<file path="src/rtl/mux8_arb_pkg.sv">
// +----------------------------------------------------------------------+
// | mux8_arb_pkg : shared types and sizes for the 8-way round-robin mux. |
// | Revision     : 1.0                                                   |
// +----------------------------------------------------------------------+
`default_nettype none

package mux8_arb_pkg;
    localparam int NUM_REQ = 8;
    localparam int SEL_W   = 3;

    typedef enum logic [0:0] {
        IDLE  = 1'b0,
        GRANT = 1'b1
    } arb_state_t;
endpackage

`default_nettype wire

</file>
<file path="src/rtl/rr_pick8.sv">
// +----------------------------------------------------------------------+
// | rr_pick8 : combinational round-robin scan, first set req from ptr.   |
// | Revision : 1.0                                                       |
// +----------------------------------------------------------------------+
`default_nettype none

module rr_pick8
    import mux8_arb_pkg::*;
(
    input  logic [NUM_REQ-1:0] req,
    input  logic [SEL_W-1:0]   ptr,
    output logic [SEL_W-1:0]   winner,
    output logic               any_req
);

    logic [SEL_W-1:0] idx;

    // Scan from the farthest offset down so the nearest set bit to ptr wins.
    always_comb begin
        winner  = ptr;
        any_req = 1'b0;
        idx     = '0;
        for (int i = NUM_REQ - 1; i >= 0; i--) begin
            idx = ptr + SEL_W'(i);
            if (req[idx]) begin
                winner  = idx;
                any_req = 1'b1;
            end
        end
    end

endmodule

`default_nettype wire

</file>
<file path="src/rtl/mux8_rr_arbiter.sv">
// +----------------------------------------------------------------------+
// | mux8_rr_arbiter : round-robin 8:1 mux sequencer, burst-bounded.      |
// | Optional stall timeout via macro MUX8_ARB_TIMEOUT_EN.                |
// | Revision        : 1.0                                                |
// +----------------------------------------------------------------------+
`default_nettype none

module mux8_rr_arbiter
    import mux8_arb_pkg::*;
#(
    parameter int DATA_W    = 8,
    parameter int MAX_BURST = 4,
    parameter int TIMEOUT   = 16
) (
    input  logic                      clk,
    input  logic                      rst,
    input  logic [NUM_REQ-1:0]        req,
    input  logic [NUM_REQ*DATA_W-1:0] data_in,
    input  logic                      data_ready,
    output logic                      data_valid,
    output logic [DATA_W-1:0]         data_out,
    output logic [SEL_W-1:0]          select,
    output logic [NUM_REQ-1:0]        grant,
    output logic                      beat_ack
`ifdef MUX8_ARB_TIMEOUT_EN
    ,
    output logic                      timeout_err
`endif
);

    localparam logic [7:0] BURST_LAST = 8'(MAX_BURST - 1);

    arb_state_t       state;
    logic [SEL_W-1:0] ptr;
    logic [7:0]       beat_cnt;
    logic [SEL_W-1:0] winner;
    logic             any_req;
    logic             release_req;
    logic             burst_done;
    logic             force_exit;

    rr_pick8 u_pick (
        .req     (req),
        .ptr     (ptr),
        .winner  (winner),
        .any_req (any_req)
    );

    assign data_out    = data_in[select*DATA_W +: DATA_W];
    assign data_valid  = (state == GRANT) && req[select];
    assign beat_ack    = data_valid && data_ready;
    assign release_req = (state == GRANT) && !req[select];
    assign burst_done  = beat_ack && (beat_cnt == BURST_LAST);

`ifdef MUX8_ARB_TIMEOUT_EN
    localparam logic [7:0] STALL_LAST = 8'(TIMEOUT - 1);
    logic [7:0] stall_cnt;

    assign timeout_err = data_valid && !data_ready && (stall_cnt == STALL_LAST);
    assign force_exit  = timeout_err;

    always_ff @(posedge clk) begin
        if (rst || state != GRANT || beat_ack || release_req || timeout_err) begin
            stall_cnt <= '0;
        end else if (data_valid) begin
            stall_cnt <= stall_cnt + 8'd1;
        end
    end
`else
    // Stall limit is meaningless without the timeout feature.
    logic unused_timeout;
    assign unused_timeout = ^TIMEOUT;
    assign force_exit     = 1'b0;
`endif

    always_ff @(posedge clk) begin
        if (rst) begin
            state    <= IDLE;
            select   <= '0;
            grant    <= '0;
            ptr      <= '0;
            beat_cnt <= '0;
        end else begin
            case (state)
                IDLE: begin
                    if (any_req) begin
                        select   <= winner;
                        grant    <= NUM_REQ'(1) << winner;
                        beat_cnt <= '0;
                        state    <= GRANT;
                    end
                end
                GRANT: begin
                    if (release_req || burst_done || force_exit) begin
                        grant    <= '0;
                        ptr      <= select + SEL_W'(1);
                        beat_cnt <= '0;
                        state    <= IDLE;
                    end else if (beat_ack) begin
                        beat_cnt <= beat_cnt + 8'd1;
                    end
                end
                default: state <= IDLE;
            endcase
        end
    end

endmodule

`default_nettype wire
</file>
<file path="config.mk">
export PLATFORM = sky130hd
export DESIGN_NAME = mux8_rr_arbiter
export DESIGN_NICKNAME = d
export VERILOG_FILES = /design/src/rtl/mux8_arb_pkg.sv /design/src/rtl/rr_pick8.sv /design/src/rtl/mux8_rr_arbiter.sv
export SDC_FILE = /design/constraint.sdc
export NUM_CORES = 1
export LEC_CHECK = 0
export ABC_AREA = 0
export CAP_MARGIN = 20
export CORE_MARGIN = 5
export CORE_UTILIZATION = 42
export CTS_BUF_LIST = sky130_fd_sc_hd__clkbuf_8 sky130_fd_sc_hd__clkbuf_16
export DETAILED_ROUTE_END_ITERATION = 6
export PLACE_DENSITY = 0.75
export SLEW_MARGIN = 20
export SYNTH_ARGS = -nofsm -noshare
export SYNTH_HDL_FRONTEND = slang
export SYNTH_SLANG_ARGS = --single-unit
</file>
<file path="constraint.sdc">
create_clock -name clk -period 6.53 [get_ports clk]
set_clock_uncertainty 0.2 [all_clocks]
set_input_delay 1.306 -clock clk [delete_from_list [all_inputs] [get_ports clk]]
set_output_delay 1.306 -clock clk [all_outputs]
set_load 0.01 [all_outputs]
</file>
==> key figures, run 1 <==
Outcome
  – Result of the run: finished, final reports clean

Route
  – Number of vias per cell after detailed routing: 6.29
  – Via total after detailed routing: 2,718
  – Initial DRC count: 184
  – First-pass detailed-route iteration total: 4
  – DRC violation count after routing: 0
  – Wire length reported by the detailed router: between 8 and 9 mm
  – Drt wl/cell: about 19 um
  – DRT antenna net count: 0

STA
  – Hold Fails Final Rpt: 0
  – Sum of negative setup slack: 0 ps
  – Post-route minimum period: between 5000 and 6000 ps
  – Post-route clock period utilization: 0.778
  – RSZ-0062 raised after global routing: no
  – Maximum clock rate: 0.197 GHz
  – Max-slew violation count: 0
  – Measured slew at the worst slew-check pin: 959 ps
  – Slew headroom: 0.360
  – Total setup violations reported at the end of the flow: 0

Logic synthesis
  – Leading area contributor after synthesis: mux4_2
  – Number of library cell types mapped by synthesis: 61
  – Most frequent cells after synthesis: 35 x mux4_2, 23 x dfxtp_1, 21 x mux2i_1, 21 x nand2_1, 15 x clkbuf_1
  – Avg Synthesized Cell Area: between 9 and 10 um2
  – Share of the synthesized area in the top cell type: 0.282
  – Net Count, Synth: 359
  – Portion of the post-synthesis area used by sequential elements: 0.165
  – Most frequent cell after synthesis: mux4_2
  – Synth Warn #: 0
  – Top area cells in the synthesized netlist: mux4_2 28%, dfxtp_1 16%, mux2i_1 7.5%
  – Post-synthesis register bit count: 23
  – Async SR Flop Fraction: 0
  – Number of flops mapped to enable cells by yosys: 0
  – Synth Instances: 280
  – Dominant synthesized flop cell: dfxtp_1
  – Synth Cell Area: 2790 um2

Setup path
  – Critical Path Start Type: primary input
  – Reg-to-reg startpoint: ptr[0]$_SDFFE_PP0P_
  – CP most frequent cell: clkdlybuf4s50_1
  – WP data arrival: around 3600 ps
  – Register-to-register setup slack: 2470 ps
  – Maximum fanout count along the critical path: 14
  – Kind of critical path: primary input to output pin
  – Highest-delay cell along the critical path: clkdlybuf4s50_1
  – Critical path endpoint category: output pin
  – Biggest cell delay along the critical path: 670 ps
  – Capture instance of the worst register-to-register path: grant[0]$_SDFFE_PP0P_
  – Number of cells on the worst reg-to-reg path: 10
  – Chain of cells forming the critical path: clkdlybuf4s50_1, mux4_2, mux2i_1, nor2b_1, and2_1, clkdlybuf4s50_1
  – Data required time at the worst endpoint: approximately 5000 ps

Clock network
  – Clock insertion delay at the later pin of the skew report: about 270 ps
  – Number of buffers between clock root and the deepest sink: 2
  – Total clock sinks: 23
  – Post-CTS setup-driven buffer insertion count: 0
  – Clock Tree Root: clkbuf_8
  – Clock Pin Slew Worst Setup and Hold Paths: 90 ps
  – CTS Hold Bufs: 0
  – Clock tree from TritonCTS: done
  – Post-cts gate resize count: 0
  – H-tree level count: 1
  – Number of CTS-inserted buffers: 3

Pwr
  – IR drop worst, VDD: roughly 0.15 mV
  – Total Power: 1.26 mW
  – P_leak: 1.25 nW
  – Power density over the cells: between 300 and 400 nW/um2

Run
  – Maximum capacitance violations: 0

Place
  – Quantity of I/O buffers inserted on ports: 95
  – Final weighted congestion of routability-driven global placement: around 0.85
  – Detail Placement HPWL: 6.48 mm

Min path
  – Startpoint of the lowest-slack hold path: grant[2]$_SDFFE_PP0P_
  – Destination of the worst hold path: grant[2]$_SDFFE_PP0P_
  – Tightest Hold Check Type: register to register
  – Worst Hold Depth: 2

Floorplanning
  – Die area: approximately 8400 um2
  – Die height: between 90 and 100 um
  – Floorplan core area: 6420 um2
  – Top-Level Pins: 96
  – Initial Utilization: 0.435
  – Horiz. Die Dim: 91.5 um
  – Rows: 29

GRT
  – Number of antenna violations at the first check in global routing: 0
  – Remaining Overflow, GRT: 0
  – Via count of the first global-routing pass: 2,697
  – Busiest layer in global routing: met2
  – Met2 usage in global routing: 0.335
  – Global Route met3 Usage: 0.0446
  – Overall routing resource usage: 0.190
  – Largest net degree at the start of global routing: 30
  – Met1 usage: 0.232
  – First-pass GRT wire length: 13.0 mm

Final layout
  – Total inserted antenna cells: 0
  – Proportion of layout cells with a drive suffix above 1: 0.183
  – Net count, final: 435
  – Growth of design area from synthesis to finish: 35.5%
final cells by class:
type / instances / area [um2]
Tap cell: 77 / 96.3
Fill cell: 540 / 2640
Clock buffer: 3 / 41.3
Timing Repair Buffer: 99 / 981
Multi-Input combinational cell: 221 / 2170
Clock inverter: 1 / 7.51
Inverter: 8 / 30.0
Sequential cell: 23 / 460
layer usage:
| layer | part of all wire | up-vias |
|---|---|---|
| li1 | - | 1268 |
| met1 | 0.39 | 1287 |
| met2 | 0.50 | 149 |
| met3 | 0.087 | 14 |
| met4 | 0.017 | 0 |
| met5 | 0 | - |
kinds of logic after synthesis:
logic type | share of synthesized area
compound gates | 0.184
fa+ha+maj | 0.0179
mux | 0.406
xor+xnor | 0.0287
simple gates | 0.140
buf+inv | 0.0587
flops | 0.165
registers in the layout, indices dropped and copies added (netlist names):
signal    count
state         1
select        3
ptr           3
beat_cnt      8
grant         8
placed cells by master (no fill, tap or decap), types with 3 or more instances in the layout:
cell type and instances:
nand2b_1 3, nor2b_1 3, or3_1 5, a21oi_1 14
buf_4 4, mux2i_1 21, and2_1 3, o21ai_0 3
a211oi_1 5, o21ai_1 5, nand4_1 3, o31ai_1 8
mux2_2 12, clkdlybuf4s50_1 95, inv_1 7, ha_1 4
xor2_1 5, dfxtp_1 23, nor3_1 3, nand3_1 11
nor2_1 10, or4_1 3, mux4_2 35, a21o_1 3
clkbuf_8 3, a32o_1 4, nand2_1 21
per-stage QoR:
| stage | util | cells | cell area (um2) | hold WS [ps] | setup WS (ps) |
|---|---|---|---|---|---|
| final | 0.589 | 432 | 3780 | 276 | 1450 |
| after global routing | 0.589 | 432 | 3780 | 313 | 1370 |
| after CTS | 0.589 | 432 | 3780 | 280 | 1480 |
| after detailed placement | 0.582 | 428 | 3730 | 267 | 1480 |
| after global placement | 0.582 | 428 | 3730 | 261 | 1610 |
| after floorplan | - | 280 | 2790 | 247 | 2620 |
critical path, delay by kind of cell:
family	cells	cell delay, ps
buffers and inverters	2	1140
multiplexers	2	830
AND/OR/NAND/NOR	2	300
worst max path at each step:
stage | to | depth (start not counted) | slack (ps) | from
2_1_floorplan | beat_ack | 5 | 2620 | req[7]
3_3_place_gp | beat_ack | 6 | 1610 | req[4]
3_5_place_dp | beat_ack | 6 | 1480 | req[4]
4_1_cts | beat_ack | 6 | 1480 | req[4]
5_1_grt | beat_ack | 6 | 1370 | req[4]
6_report | beat_ack | 6 | 1450 | req[4]
power breakdown:
group          internal, mW  leakage [nW]  switching (mW)
Combinational         0.480          1.05           0.476
Sequential            0.168         0.187          0.0420
Clock                0.0433        0.0217          0.0494
Total                 0.691          1.25           0.567
No activity file was read; power rests on OpenSTA's default activity.
==> inputs of run 2 (changes only) <==
--- a/config.mk
+++ b/config.mk
@@ -11,7 +11,7 @@
 export CORE_UTILIZATION = 42
 export CTS_BUF_LIST = sky130_fd_sc_hd__clkbuf_8 sky130_fd_sc_hd__clkbuf_16
 export DETAILED_ROUTE_END_ITERATION = 6
-export PLACE_DENSITY = 0.75
+export PLACE_DENSITY = 0.78
 export SLEW_MARGIN = 20
 export SYNTH_ARGS = -nofsm -noshare
 export SYNTH_HDL_FRONTEND = slang
==> constraint.sdc (replaced) <==
create_clock -name clk -period 4.2 [get_ports clk]
set_clock_uncertainty 0.2 [all_clocks]
set_input_delay 0.84 -clock clk [delete_from_list [all_inputs] [get_ports clk]]
set_output_delay 0.84 -clock clk [all_outputs]
set_load 0.01 [all_outputs]
==> run 2 against run 1 <==
Highest routed layer unchanged. Largest cell class unchanged. Clock-buffer cell count stayed put. Global-route usage about the same. Sequential cell count did not move. Sequential power is 58% higher. Via count increased by 1.8%. Register-to-register slack got worse by 1800 ps.
==> key figures, run 2 (same netlist as run 1, synthesis figures left out) <==
Run
  – Maximum capacitance violations: 0

Final layout
  – Leading registers by flop count: beat_cnt (8), grant (8)
  – Commonest cells after routing, fill and taps aside: 95 x clkdlybuf4s50_1, 35 x mux4_2, 23 x dfxtp_1, 21 x mux2i_1, 21 x nand2_1
  – Final std cell area, no fill: 3850 um2
  – Leading cell type in the layout, fill and taps excluded: clkdlybuf4s50_1
  – Proportion of layout cells with a drive suffix above 1: 0.203
  – Total inserted antenna cells: 0
  – Growth of design area from synthesis to finish: 38.0%
  – Net count, final: 444

Clock network
  – Clock Pin Slew Worst Setup and Hold Paths: roughly 90 ps
  – Post-CTS setup-driven buffer insertion count: 0
  – Number of buffers between clock root and the deepest sink: 2
  – Clock Tree Root: clkbuf_8
  – Clock tree from TritonCTS: done
  – Number of CTS-inserted buffers: 3
  – Total clock sinks: 23
  – Post-cts gate resize count: 0
  – H-tree level count: 1
  – Clock insertion delay at the later pin of the skew report: 270 ps
  – CTS Hold Bufs: 0

Setup path
  – Critical path endpoint category: output pin
  – Capture instance of the worst register-to-register path: grant[0]$_SDFFE_PP0P_
  – WP data arrival: 3070 ps
  – Number of cells on the worst reg-to-reg path: 10
  – Critical Path Start Type: primary input
  – Data required time at the worst endpoint: ~3200 ps
  – Register-to-register setup slack: roughly 650 ps
  – Maximum fanout count along the critical path: 12
  – Reg-to-reg startpoint: ptr[0]$_SDFFE_PP0P_
  – Kind of critical path: primary input to output pin

GRT
  – Met1 usage: 0.236
  – Via count of the first global-routing pass: around 2,800
  – Global Route met3 Usage: 0.0331
  – Overall routing resource usage: 0.190
  – Busiest layer in global routing: met2
  – Remaining Overflow, GRT: 0
  – Number of antenna violations at the first check in global routing: 0
  – Met2 usage in global routing: 0.348
  – First-pass GRT wire length: 13.2 mm
  – Largest net degree at the start of global routing: 29

Place
  – Placed standard-cell area: around 3800 um2
  – Quantity of I/O buffers inserted on ports: between 90 and 100
  – Detail Placement HPWL: 6.53 mm
  – Post-placement setup slack: 139 ps
  – Final weighted congestion of routability-driven global placement: 0.869

STA
  – RSZ-0062 raised after global routing: no
  – Hold Fails Final Rpt: 0
  – Measured slew at the worst slew-check pin: 760 ps
  – Max-slew violation count: 0
  – Maximum clock rate: 0.244 GHz
  – Post-route clock period utilization: 0.977
  – Final setup margin: 94.7 ps
  – Sum of negative setup slack: 0 ps
  – Slew headroom: 0.493
  – Total setup violations reported at the end of the flow: 0
  – Post-route minimum period: 4110 ps
  – Tightest hold margin: 277 ps

Floorplanning
  – Initial Utilization: 0.435
  – Top-Level Pins: 96
  – Die height: around 92 um
  – Horiz. Die Dim: around 90 um
  – Die area: ~8400 um2
  – Rows: 29
  – Floorplan core area: 6420 um2

Route
  – First-pass detailed-route iteration total: 4
  – Drt wl/cell: 18.7 um
  – Number of vias per cell after detailed routing: 6.27
  – DRT antenna net count: 0
  – Via total after detailed routing: around 2,800
  – Wire length reported by the detailed router: 8.24 mm
  – Initial DRC count: 190
  – DRC violation count after routing: 0

Min path
  – Startpoint of the lowest-slack hold path: grant[2]$_SDFFE_PP0P_
  – Destination of the worst hold path: grant[2]$_SDFFE_PP0P_
  – Worst Hold Depth: 2
  – Tightest Hold Check Type: register to register

Pwr
  – IR drop worst, VDD: 0.236 mV
  – Clock network power share: 0.071
  – Net switching component of the power: approximately 0.88 mW
  – Internal power: 1.08 mW
  – Switching fraction of total power: 0.447
  – Portion of total power attributed to combinational logic: 0.760
  – Power density over the cells: roughly 510 nW/um2
  – Relative contribution of sequential cells to total power: 0.169
  – P_leak: 1.30 nW
  – Total Power: 1.96 mW

Outcome
  – Result of the run: finished, final reports clean
-- run 2: stage by stage --
step                instances  utilization
floorplan                 280            -
CTS                       441        0.600
detailed placement        437        0.592
global placement          437        0.592
global route              441        0.600
finish                    441        0.600
-- run 2: final cells by class --
class / count / area (um2)
clock buffers: 3 / 41.3
inverters: 8 / 30.0
multi-input cells: 221 / 2170
fillers: 548 / 2570
flip-flops and latches: 23 / 460
clock inverters: 1 / 7.51
well taps: 77 / 96.3
repair buffers: 108 / 1050
-- run 2: metal layers --
metal	share of wire	vias up
li1	-	1284
met1	0.41	1351
met2	0.50	127
met3	0.079	4
met4	0.0066	0
met5	0	-
-- run 2: how the worst max path moves through the flow --
stage                   startpoint                    end  slack [ps]
3_3_place_gp                req[0]               beat_ack         230
6_report                    req[0]               beat_ack          90
4_1_cts                     req[0]               beat_ack         120
3_5_place_dp                req[0]               beat_ack         140
2_1_floorplan  ptr[1]$_SDFFE_PP0P_  grant[0]$_SDFFE_PP0P_         470
5_1_grt                     req[0]               beat_ack          20
-- run 2: worst max-delay path: stages --
cell and delay, ps:
clkdlybuf4s50_1 610, mux4_2 530, mux2i_1 290, nor2b_1 150, and2_1 180, clkdlybuf4s50_1 470
-- run 2: power groups by stage --
| stage | Clock, mW | Sequential (mW) | Combinational (mW) |
|---|---|---|---|
| floorplan | 0 | 0.307 | 1.06 |
| CTS | 0.145 | 0.332 | 1.50 |
| global placement | 0 | 0.336 | 1.46 |
| detailed placement | 0 | 0.337 | 1.49 |
| finish | 0.140 | 0.332 | 1.49 |
| global route | 0.153 | 0.340 | 1.61 |
==> inputs of run 3 (changes only) <==
--- a/config.mk
+++ b/config.mk
@@ -7,6 +7,7 @@
 export LEC_CHECK = 0
 export ABC_AREA = 0
 export CAP_MARGIN = 20
+export CORE_ASPECT_RATIO = 0.6
 export CORE_MARGIN = 5
 export CORE_UTILIZATION = 42
 export CTS_BUF_LIST = sky130_fd_sc_hd__clkbuf_8 sky130_fd_sc_hd__clkbuf_16
==> run 3 against run 2 <==
First-iteration DRC count increased by 30%. Worst setup slack improved by 270 ps. Sequential share of layout area hardly changed. Sequential power is 2% lower. Routed wire length rose by 1.6%. Worst hold slack lost 3.7 ps. Non-clock buffer count unchanged. Combinational power about the same. Die area up 0.64%. Register-to-register slack lost 50 ps. Sequential cell count stayed put. Design area rose by 0.26%. Largest cell class unchanged. Highest routed layer unchanged.
==> key figures, run 3 (same netlist as run 1, synthesis figures left out) <==
Clock network
  – Clock Tree Root: clkbuf_8
  – Total clock sinks: 23
  – Number of buffers between clock root and the deepest sink: 2
  – H-tree level count: 1
  – Post-CTS setup-driven buffer insertion count: 0
  – Clock Pin Slew Worst Setup and Hold Paths: 80 ps
  – Post-cts gate resize count: 0
  – CTS Hold Bufs: 0
  – Clock tree from TritonCTS: done
  – Clock insertion delay at the later pin of the skew report: 270 ps
  – Number of CTS-inserted buffers: 3

Min path
  – Tightest Hold Check Type: register to register
  – Startpoint of the lowest-slack hold path: grant[5]$_SDFFE_PP0P_

Setup path
  – Chain of cells forming the critical path: clkdlybuf4s50_1, mux4_2, mux2i_1, nor2b_1, and2_1, clkdlybuf4s50_1
  – Highest-delay cell along the critical path: mux4_2
  – Kind of cell with the highest combined delay on the critical path: buffers and inverters
  – Critical Path Start Type: primary input
  – Register-to-register setup slack: 600 ps
  – Maximum fanout count along the critical path: 4
  – Launching instance or port of the critical path: req[7]
  – Critical path endpoint category: output pin
  – Kind of critical path: primary input to output pin
  – Data required time at the worst endpoint: 3160 ps
  – CP most frequent cell: clkdlybuf4s50_1
  – Crit path buf inv count: 2
  – Reg-to-reg startpoint: ptr[0]$_SDFFE_PP0P_
  – Biggest cell delay along the critical path: 480 ps
  – WP data arrival: 2800 ps

Outcome
  – Result of the run: finished, final reports clean

Place
  – Final weighted congestion of routability-driven global placement: a little under 1
  – Quantity of I/O buffers inserted on ports: 95
  – Detail Placement HPWL: 6.76 mm

Pwr
  – Total Power: roughly 2 mW
  – IR drop worst, VDD: ~0.22 mV
  – Power density over the cells: slightly above 500 nW/um2
  – P_leak: approximately 1.3 nW

GRT
  – Via count of the first global-routing pass: 2,770
  – First-pass GRT wire length: ~14 mm
  – Largest net degree at the start of global routing: 29
  – Remaining Overflow, GRT: 0
  – Overall routing resource usage: 0.201
  – Number of antenna violations at the first check in global routing: 0

STA
  – Total setup violations reported at the end of the flow: 0
  – Maximum clock rate: 0.260 GHz
  – Hold Fails Final Rpt: 0
  – Measured slew at the worst slew-check pin: 787 ps
  – Post-route minimum period: 3840 ps
  – Post-route clock period utilization: 0.914
  – Slew headroom: 0.475
  – Max-slew violation count: 0
  – Sum of negative setup slack: 0 ps
  – RSZ-0062 raised after global routing: no

Floorplanning
  – Initial Utilization: 0.425
  – Floorplan core area: 6560 um2
  – Die area: 8430 um2
  – Rows: 23
  – Die height: approximately 73 um
  – Horiz. Die Dim: ~120 um
  – Top-Level Pins: 96

Final layout
  – Leading registers by flop count: beat_cnt (8), grant (8)
  – Post-route core utilization: 0.588
  – Total inserted antenna cells: 0
  – Commonest cells after routing, fill and taps aside: 95 x clkdlybuf4s50_1, 35 x mux4_2, 23 x dfxtp_1, 21 x mux2i_1, 21 x nand2_1
  – Proportion of layout cells with a drive suffix above 1: 0.203
  – Growth of design area from synthesis to finish: 38.3%
  – Net count, final: 444
  – Leading cell type in the layout, fill and taps excluded: clkdlybuf4s50_1

Route
  – Number of vias per cell after detailed routing: 6.08
  – Initial DRC count: 247
  – First-pass detailed-route iteration total: 5
  – DRC violation count after routing: 0
  – Via total after detailed routing: 2,743
  – Drt wl/cell: 18.6 um
  – DRT antenna net count: 0
  – Wire length reported by the detailed router: 8.37 mm

Run
  – Maximum capacitance violations: 0
[run 3: per-stage QoR]
stage / area, um2 / instances / setup WS, ps / hold WS, ps
after floorplan: 2790 / 280 / 469 / 247
after global placement: 3810 / 447 / 395 / 257
after detailed placement: 3810 / 447 / 325 / 258
after CTS: 3860 / 451 / 357 / 278
after global routing: 3860 / 451 / 289 / 307
final: 3860 / 451 / 360 / 273
[run 3: worst paths after layout]
path / to / cells past startpoint
worst max register to register: grant[4]$_SDFFE_PP0P_ / 9
worst max-delay path: beat_ack / 6
worst min register to register: grant[5]$_SDFFE_PP0P_ / 1
worst min-delay path: grant[5]$_SDFFE_PP0P_ / 1
[run 3: per-layer routing]
| layer | GRT usage | part of all wire | up-vias |
|---|---|---|---|
| met5 | 0 | 0 | - |
| met4 | 0.0195 | 0.0038 | 0 |
| met3 | 0.0539 | 0.091 | 4 |
| met2 | 0.338 | 0.47 | 137 |
| met1 | 0.270 | 0.43 | 1323 |
| li1 | - | - | 1279 |
[run 3: final cells by class]
class | instances | area [um2]
fill | 561 | 2700
multi-input combinational | 221 | 2170
timing repair buffer | 108 | 1050
sequential | 23 | 460
tap | 87 | 109
clock buffer | 3 | 41.3
inverter | 8 | 30.0
clock inverter | 1 | 5.00
[run 3: power breakdown]
group	total, mW	internal, mW	switching (mW)
Sequential	0.325	0.261	0.0640
Clock	0.140	0.0663	0.0734
Combinational	1.48	0.754	0.727
